<file path="src/rtl/fp_pkg.sv">
// Shared definitions for the pipelined floating-point adder: field limits,
// exponent bias and the unpacked operand record.
package fp_pkg;

    localparam int EXP_W_MAX = 8;
    localparam int MAN_W_MAX = 23;
    localparam int GUARD_W   = 3;
    // Signed working exponent, wide enough for carry-out and deep cancellation.
    localparam int XEXP_W    = 10;

    typedef struct packed {
        logic                 sign;
        logic [EXP_W_MAX-1:0] exp;
        logic [MAN_W_MAX:0]   man;
    } fp_op_t;

    function automatic int bias(input int exp_w);
        return (1 << (exp_w - 1)) - 1;
    endfunction

endpackage

</file>
<file path="src/rtl/fp_lzc.sv">
// Leading-zero counter; an all-zero input reports the full width.
module fp_lzc #(
    parameter int W = 8
) (
    input  logic [W-1:0]             value,
    output logic [$clog2(W+1)-1:0]   zeros
);

    localparam int CW = $clog2(W + 1);

    // Scanning upward lets the highest set bit overwrite any lower hit.
    always_comb begin
        zeros = CW'(W);
        for (int i = 0; i < W; i++) begin
            if (value[i]) begin
                zeros = CW'(W - 1 - i);
            end
        end
    end

endmodule

</file>
<file path="src/rtl/fp_add_pipe.sv">
// Five-stage floating-point adder/subtractor with a single global stall enable.
// Define FP_ADD_STICKY_EN to fold alignment shift-out bits into the lowest guard bit.
module fp_add_pipe
    import fp_pkg::*;
#(
    parameter int EXP_W = 5,
    parameter int MAN_W = 6
) (
    input  logic                     clk_i,
    input  logic                     rst_i,
    input  logic                     valid_i,
    output logic                     ready_o,
    input  logic [EXP_W+MAN_W:0]     data_1_i,
    input  logic [EXP_W+MAN_W:0]     data_2_i,
    input  logic                     sub_i,
    output logic                     valid_o,
    input  logic                     ready_i,
    output logic [EXP_W+MAN_W:0]     data_sum_o
);

    localparam int W   = 1 + EXP_W + MAN_W;
    localparam int GW  = MAN_W + 1 + GUARD_W;
    localparam int SW  = GW + 1;
    localparam int LZW = $clog2(SW + 1);
    localparam logic [XEXP_W-1:0] EXP_TOP = XEXP_W'((1 << EXP_W) - 1);

    logic en;
    assign en      = ready_i | ~valid_o;
    assign ready_o = en | rst_i;

    function automatic fp_op_t unpack(input logic [W-1:0] d, input logic flip);
        fp_op_t op;
        op = '0;
        if (d[W-2 -: EXP_W] != '0) begin
            op.sign              = d[W-1] ^ flip;
            op.exp[EXP_W-1:0]    = d[W-2 -: EXP_W];
            op.man[MAN_W:0]      = {1'b1, d[MAN_W-1:0]};
        end
        return op;
    endfunction

    // Stage 1: unpack and order the operands so the larger magnitude leads.
    fp_op_t           op_a, op_b;
    logic             a_big;
    logic [EXP_W-1:0] exp_diff;

    always_comb begin
        op_a     = unpack(data_1_i, 1'b0);
        op_b     = unpack(data_2_i, sub_i);
        a_big    = {op_a.exp, op_a.man} >= {op_b.exp, op_b.man};
        exp_diff = a_big ? (op_a.exp[EXP_W-1:0] - op_b.exp[EXP_W-1:0])
                         : (op_b.exp[EXP_W-1:0] - op_a.exp[EXP_W-1:0]);
    end

    logic             s1_valid, s1_sign, s1_sub;
    logic [EXP_W-1:0] s1_exp, s1_diff;
    logic [MAN_W:0]   s1_man_big, s1_man_small;

    always_ff @(posedge clk_i) begin
        if (rst_i) begin
            s1_valid     <= 1'b0;
            s1_sign      <= 1'b0;
            s1_sub       <= 1'b0;
            s1_exp       <= '0;
            s1_diff      <= '0;
            s1_man_big   <= '0;
            s1_man_small <= '0;
        end else if (en) begin
            s1_valid     <= valid_i;
            s1_sign      <= a_big ? op_a.sign : op_b.sign;
            s1_sub       <= op_a.sign ^ op_b.sign;
            s1_exp       <= a_big ? op_a.exp[EXP_W-1:0] : op_b.exp[EXP_W-1:0];
            s1_diff      <= exp_diff;
            s1_man_big   <= a_big ? op_a.man[MAN_W:0] : op_b.man[MAN_W:0];
            s1_man_small <= a_big ? op_b.man[MAN_W:0] : op_a.man[MAN_W:0];
        end
    end

    // Stage 2: align the smaller significand; the lower half catches shifted-out bits.
    logic [2*GW-1:0] shifted;
    logic            sticky;
    logic [GW-1:0]   aligned;

    assign shifted = {s1_man_small, {GUARD_W{1'b0}}, {GW{1'b0}}} >> s1_diff;

`ifdef FP_ADD_STICKY_EN
    assign sticky = |shifted[GW-1:0];
`else
    logic unused_lost;
    assign unused_lost = |shifted[GW-1:0];
    assign sticky      = 1'b0;
`endif

    assign aligned = (32'(s1_diff) >= 32'(GW)) ? '0
                   : (shifted[2*GW-1:GW] | GW'(sticky));

    logic             s2_valid, s2_sign, s2_sub;
    logic [EXP_W-1:0] s2_exp;
    logic [GW-1:0]    s2_big, s2_small;

    always_ff @(posedge clk_i) begin
        if (rst_i) begin
            s2_valid <= 1'b0;
            s2_sign  <= 1'b0;
            s2_sub   <= 1'b0;
            s2_exp   <= '0;
            s2_big   <= '0;
            s2_small <= '0;
        end else if (en) begin
            s2_valid <= s1_valid;
            s2_sign  <= s1_sign;
            s2_sub   <= s1_sub;
            s2_exp   <= s1_exp;
            s2_big   <= {s1_man_big, {GUARD_W{1'b0}}};
            s2_small <= aligned;
        end
    end

    // Stage 3: magnitude add or subtract; ordering guarantees a non-negative difference.
    logic             s3_valid, s3_sign;
    logic [EXP_W-1:0] s3_exp;
    logic [SW-1:0]    s3_sum;

    always_ff @(posedge clk_i) begin
        if (rst_i) begin
            s3_valid <= 1'b0;
            s3_sign  <= 1'b0;
            s3_exp   <= '0;
            s3_sum   <= '0;
        end else if (en) begin
            s3_valid <= s2_valid;
            s3_sign  <= s2_sign;
            s3_exp   <= s2_exp;
            s3_sum   <= s2_sub ? ({1'b0, s2_big} - {1'b0, s2_small})
                               : ({1'b0, s2_big} + {1'b0, s2_small});
        end
    end

    // Stage 4: normalise so the leading one sits in the carry position.
    logic [LZW-1:0]    lz;
    logic [SW-1:0]     norm;
    logic [XEXP_W-1:0] norm_exp;
    logic              unused_norm;

    fp_lzc #(.W(SW)) u_lzc (
        .value (s3_sum),
        .zeros (lz)
    );

    assign norm        = s3_sum << lz;
    assign norm_exp    = XEXP_W'(s3_exp) + XEXP_W'(1) - XEXP_W'(lz);
    assign unused_norm = ^norm[GUARD_W-1:0];

    logic              s4_valid, s4_sign, s4_zero;
    logic [XEXP_W-1:0] s4_exp;
    logic [MAN_W+1:0]  s4_man;

    always_ff @(posedge clk_i) begin
        if (rst_i) begin
            s4_valid <= 1'b0;
            s4_sign  <= 1'b0;
            s4_zero  <= 1'b0;
            s4_exp   <= '0;
            s4_man   <= '0;
        end else if (en) begin
            s4_valid <= s3_valid;
            s4_sign  <= s3_sign;
            s4_zero  <= (s3_sum == '0);
            s4_exp   <= norm_exp;
            s4_man   <= norm[SW-1:GUARD_W];
        end
    end

    // Stage 5: round half away from zero, then saturate or flush out-of-range exponents.
    logic [MAN_W+1:0]  rnd;
    logic [XEXP_W-1:0] rexp;
    logic [MAN_W-1:0]  man_field;
    logic              underflow, overflow;
    logic [W-1:0]      result;

    always_comb begin
        rnd       = {1'b0, s4_man[MAN_W+1:1]} + (MAN_W+2)'(s4_man[0]);
        rexp      = s4_exp + XEXP_W'(rnd[MAN_W+1]);
        man_field = rnd[MAN_W+1] ? rnd[MAN_W:1] : rnd[MAN_W-1:0];
        underflow = s4_exp[XEXP_W-1] | (s4_exp == '0);
        overflow  = rexp > EXP_TOP;
        if (s4_zero || underflow) begin
            result = '0;
        end else if (overflow) begin
            result = {s4_sign, {(W-1){1'b1}}};
        end else begin
            result = {s4_sign, rexp[EXP_W-1:0], man_field};
        end
    end

    always_ff @(posedge clk_i) begin
        if (rst_i) begin
            valid_o    <= 1'b0;
            data_sum_o <= '0;
        end else if (en) begin
            valid_o    <= s4_valid;
            data_sum_o <= result;
        end
    end

endmodule

</file>
<file path="config.mk">
export PLATFORM = sky130hd
export DESIGN_NAME = fp_add_pipe
export DESIGN_NICKNAME = d
export VERILOG_FILES = /design/src/rtl/fp_pkg.sv /design/src/rtl/fp_lzc.sv /design/src/rtl/fp_add_pipe.sv
export SDC_FILE = /design/constraint.sdc
export NUM_CORES = 1
export LEC_CHECK = 0
export ABC_AREA = 1
export ABC_CLOCK_PERIOD_IN_PS = 5250
export CORE_AREA = 5 5 167 169
export CTS_CLUSTER_SIZE = 16
export DETAILED_ROUTE_END_ITERATION = 10
export DIE_AREA = 0 0 172 174
export GPL_TIMING_DRIVEN = 0
export PLACE_DENSITY = 0.46
export SYNTH_ARGS = -nofsm -noshare
export SYNTH_HDL_FRONTEND = slang
export SYNTH_HIERARCHICAL = 1
export SYNTH_SLANG_ARGS = --single-unit
</file>
<file path="constraint.sdc">
create_clock -name clk_i -period 5.25 [get_ports clk_i]
set_input_delay 1.05 -clock clk_i [delete_from_list [all_inputs] [get_ports clk_i]]
set_output_delay 1.05 -clock clk_i [all_outputs]
set_load 0.02 [all_outputs]
</file>
==> results of run 1 <==
## cell families after synthesis
| kind of cell | after synthesis | share of synthesized area |
|---|---|---|
| mux | 1 | 0.00155 |
| fa+ha+maj | 49 | 0.0995 |
| compound gates | 188 | 0.167 |
| xor+xnor | 16 | 0.0217 |
| simple gates | 430 | 0.277 |
| buf+inv | 191 | 0.120 |
| flops | 101 | 0.313 |
## per-stage QoR
step           instance area [µm²]  power, mW  utilization  hold slack, ns
2_1_floorplan                 6460       1.59            -           0.423
3_3_place_gp                  7310       1.86        0.277           0.431
3_5_place_dp                  7310       1.86        0.277           0.437
4_1_cts                       7610       2.55        0.288           0.457
5_1_grt                       7610       2.72        0.288           0.476
6_report                      7610       2.52        0.288           0.451
## metal layers
| metal | up-vias | global-route usage | wire length [µm] |
|---|---|---|---|
| met4 | 0 | 0.0357 | 308 |
| met3 | 17 | 0.0150 | 560 |
| met1 | 2776 | 0.187 | 9590 |
| met5 | - | 0 | 0 |
| li1 | 3262 | - | - |
| met2 | 117 | 0.210 | 8950 |
## area by class of cell
type	instances	area share
Multi-Input combinational cell	684	0.482
Sequential cell	101	0.266
Inverter	142	0.0719
Tap cell	341	0.0561
Timing Repair Buffer	42	0.0552
Buffer	49	0.0299
Clock buffer	9	0.0296
Clock inverter	7	0.00970
## worst max-delay path: cells and delay by family
| kind | cells | cell delay [ns] |
|---|---|---|
| buf+inv | 5 | 2.24 |
| simple gates | 2 | 0.18 |
## registers in the layout, indices dropped and copies added (netlist names), 5 cells and up
register / flops
s1_diff: 5
s4_man: 8
s1_exp: 5
s1_man_big: 7
s2_big: 7
data_sum_o: 12
s4_exp: 7
s3_exp: 5
s1_man_small: 7
s3_sum: 11
s2_exp: 5
s2_small: 10
## cell usage after synthesis (13+ instances only)
library cell  number
nand2_1          245
inv_1            135
dfxtp_1          101
o21ai_0           94
nor2_1            76
nand3_1           74
ha_1              45
a21oi_1           38
clkbuf_1          32
o22ai_1           16
xor2_1            13
## worst min-delay path by stage
stage / to / cells after the start / slack (ns)
after global placement: s2_exp[2]$_SDFFE_PP0P_ / 2 / 0.43
after CTS: data_sum_o[4]$_SDFFE_PP0P_ / 2 / 0.46
after detailed placement: s2_exp[2]$_SDFFE_PP0P_ / 2 / 0.44
after global routing: s2_exp[1]$_SDFFE_PP0P_ / 2 / 0.48
after floorplan: s2_big[4]$_SDFFE_PP0P_ / 2 / 0.42
final: data_sum_o[4]$_SDFFE_PP0P_ / 2 / 0.45
## placed cells by master (no fill, tap or decap), types with 4 or more instances in the layout
cell type,count
fa_1,4
nand3_1,74
a31oi_1,6
dfxtp_1,101
buf_6,4
or2_2,5
o211ai_1,10
a22o_1,7
nor2_1,76
o21bai_1,4
buf_2,8
o22ai_1,16
clkdlybuf4s50_1,42
clkbuf_1,32
ha_1,45
inv_2,4
nand2_1,245
xor2_1,13
o21ai_0,94
clkbuf_16,9
nor3_1,10
nand4_1,8
a21oi_1,38
inv_1,135
buf_1,4
## report_power, final
group / internal, mW / leakage [nW] / switching, mW
logic: 0.344 / 2.61 / 0.538
clock network: 0.337 / 0.140 / 0.339
registers: 0.879 / 0.831 / 0.0851
total: 1.56 / 3.58 / 0.962
==> reports/metrics.yaml, run 1 <==
timing:
  period_needed_ns: 4.54
  fmax_mhz: 220
  tightest_slew_ns: 0.829
  final_max_slew_viol_count: 0
  fin_worst_skew_ns: 0.0131
  min_period_over_period: 0.864
  setup_slack_ns: 0.715
  fin_setup_tns_ns: 0
  hold_violations: 0
  max_slew_margin: 0.447
  setup_viol: 0
  rsz0062_at_grt: "no"
pwr:
  leakagePower_nw: 3.58
  ir_worst_vdd_uv: 122
  power.density_nw_per_um2: 331
clock_tree:
  clock_sinks: 101
  tritoncts: "built"
  ctsHoldBuffers: 0
  ctsResizeCount: 0
  postCtsSetupRepairBufs: 0
  clkLatencyLatePin_ns: 0.36
  clk_root_buffer_cell: "clkbuf_16"
  clockBufferDepth: 2
  cts_made_buffers: 9
  clk_pin_slew_ns: 0.08
  h-tree-depth: 3
critical_path:
  worstReg2RegEnd: "s4_exp[5]$_SDFFE_PP0P_"
  crit_path_start: "ready_i"
  cpPeakStageDelay_ns: 0.73
  endpoint: "ready_o"
  worstSetupPathType: "input pin to output pin"
  r2r_cells: 11
  crit_fanout: 10
  path_cells: "clkdlybuf4s50_1 -> nor2_2 -> inv_2 -> nor2_2 -> inv_1 -> buf_1 -> clkdlybuf4s50_1"
  crit_required_ns: 4.20
  cp_slowest_cell: "clkdlybuf4s50_1"
  start_kind: "input pin"
  end_kind: "output pin"
  crit_arrival_ns: 3.49
  rrSetupSlack_ns: 2.37
  r2r_start: "s3_sum[5]$_SDFFE_PP0P_"
cells_and_area:
  multi_input_area_um2: 3670
  num-fill-cells: 3013
  n_antenna_cell: 0
  layout.nets: 1107
  instances_no_fill: 1375
  final_layout_size_suffix_gt1_frac: 0.0455
  area_delta_synth_final_pct: 17.7
  regArea_um2: 2020
global_routing:
  grt_pass1_wl_mm: 31.8
  grt_pass1_vias: 5914
  grt_max_degree: 21
  antenna_found_initial: 0
  grt.total_usage: 0.131
  overflow: 0
floorplanning:
  start_util: 0.245
  die_y_um: 174
  die_area_um2: 29900
  die_w_um: 172
  fp.coreArea_um2: 26400
  ioPinCount: 43
  fp-row-count: 60
drt:
  drtIter0Drc: 289
  ant_nets: 0
  dr.pass1.iters: 5
  dr_total_vias: 6172
  finalWirelength_mm: 19.4
  wl_per_cell_um: 14.1
  routed_via_density: 4.49
  drcViolationCount: 0
yosys:
  ys_ff_latch: 101
  synth.area.top_cells: "dfxtp_1 31%, nand2_1 14%, ha_1 8.7%"
  synth_top_area_cell: "dfxtp_1"
  yosysSeqAreaShare: 0.313
  synthDistinctLibCells: 47
  yosysTopAreaCellShare: 0.313
  ys_async_sr_fraction: 0
  yosys_most_used_dff: "dfxtp_1"
  synth_edf_count: 0
  syn_inst: 976
  synth.cell_area_um2: 6460
  syn_nets: 1054
  syn_area_per_cell_um2: 6.62
  synth_warnings: 6
hold_path:
  min_from: "data_sum_o[4]$_SDFFE_PP0P_"
  holdCritPathClass: "register to register"
placed_design:
  hpwl_mm: 15.1
  dp.cells: 1359
  portBuffers: 42
  place.gp.congestion: 0.843
  place_worst_setup_slack_ns: 0.660
run:
  maxCapViolations: 0
outcome:
  status: "complete, no violations"
No activity file was read; power rests on OpenSTA's default activity.
==> run 2: changes to the inputs <==
Settings changed: CTS_CLUSTER_DIAMETER set to 50.
==> results of run 2 <==
Same layout as run 1: the final DEF is identical, and so are final timing and power.
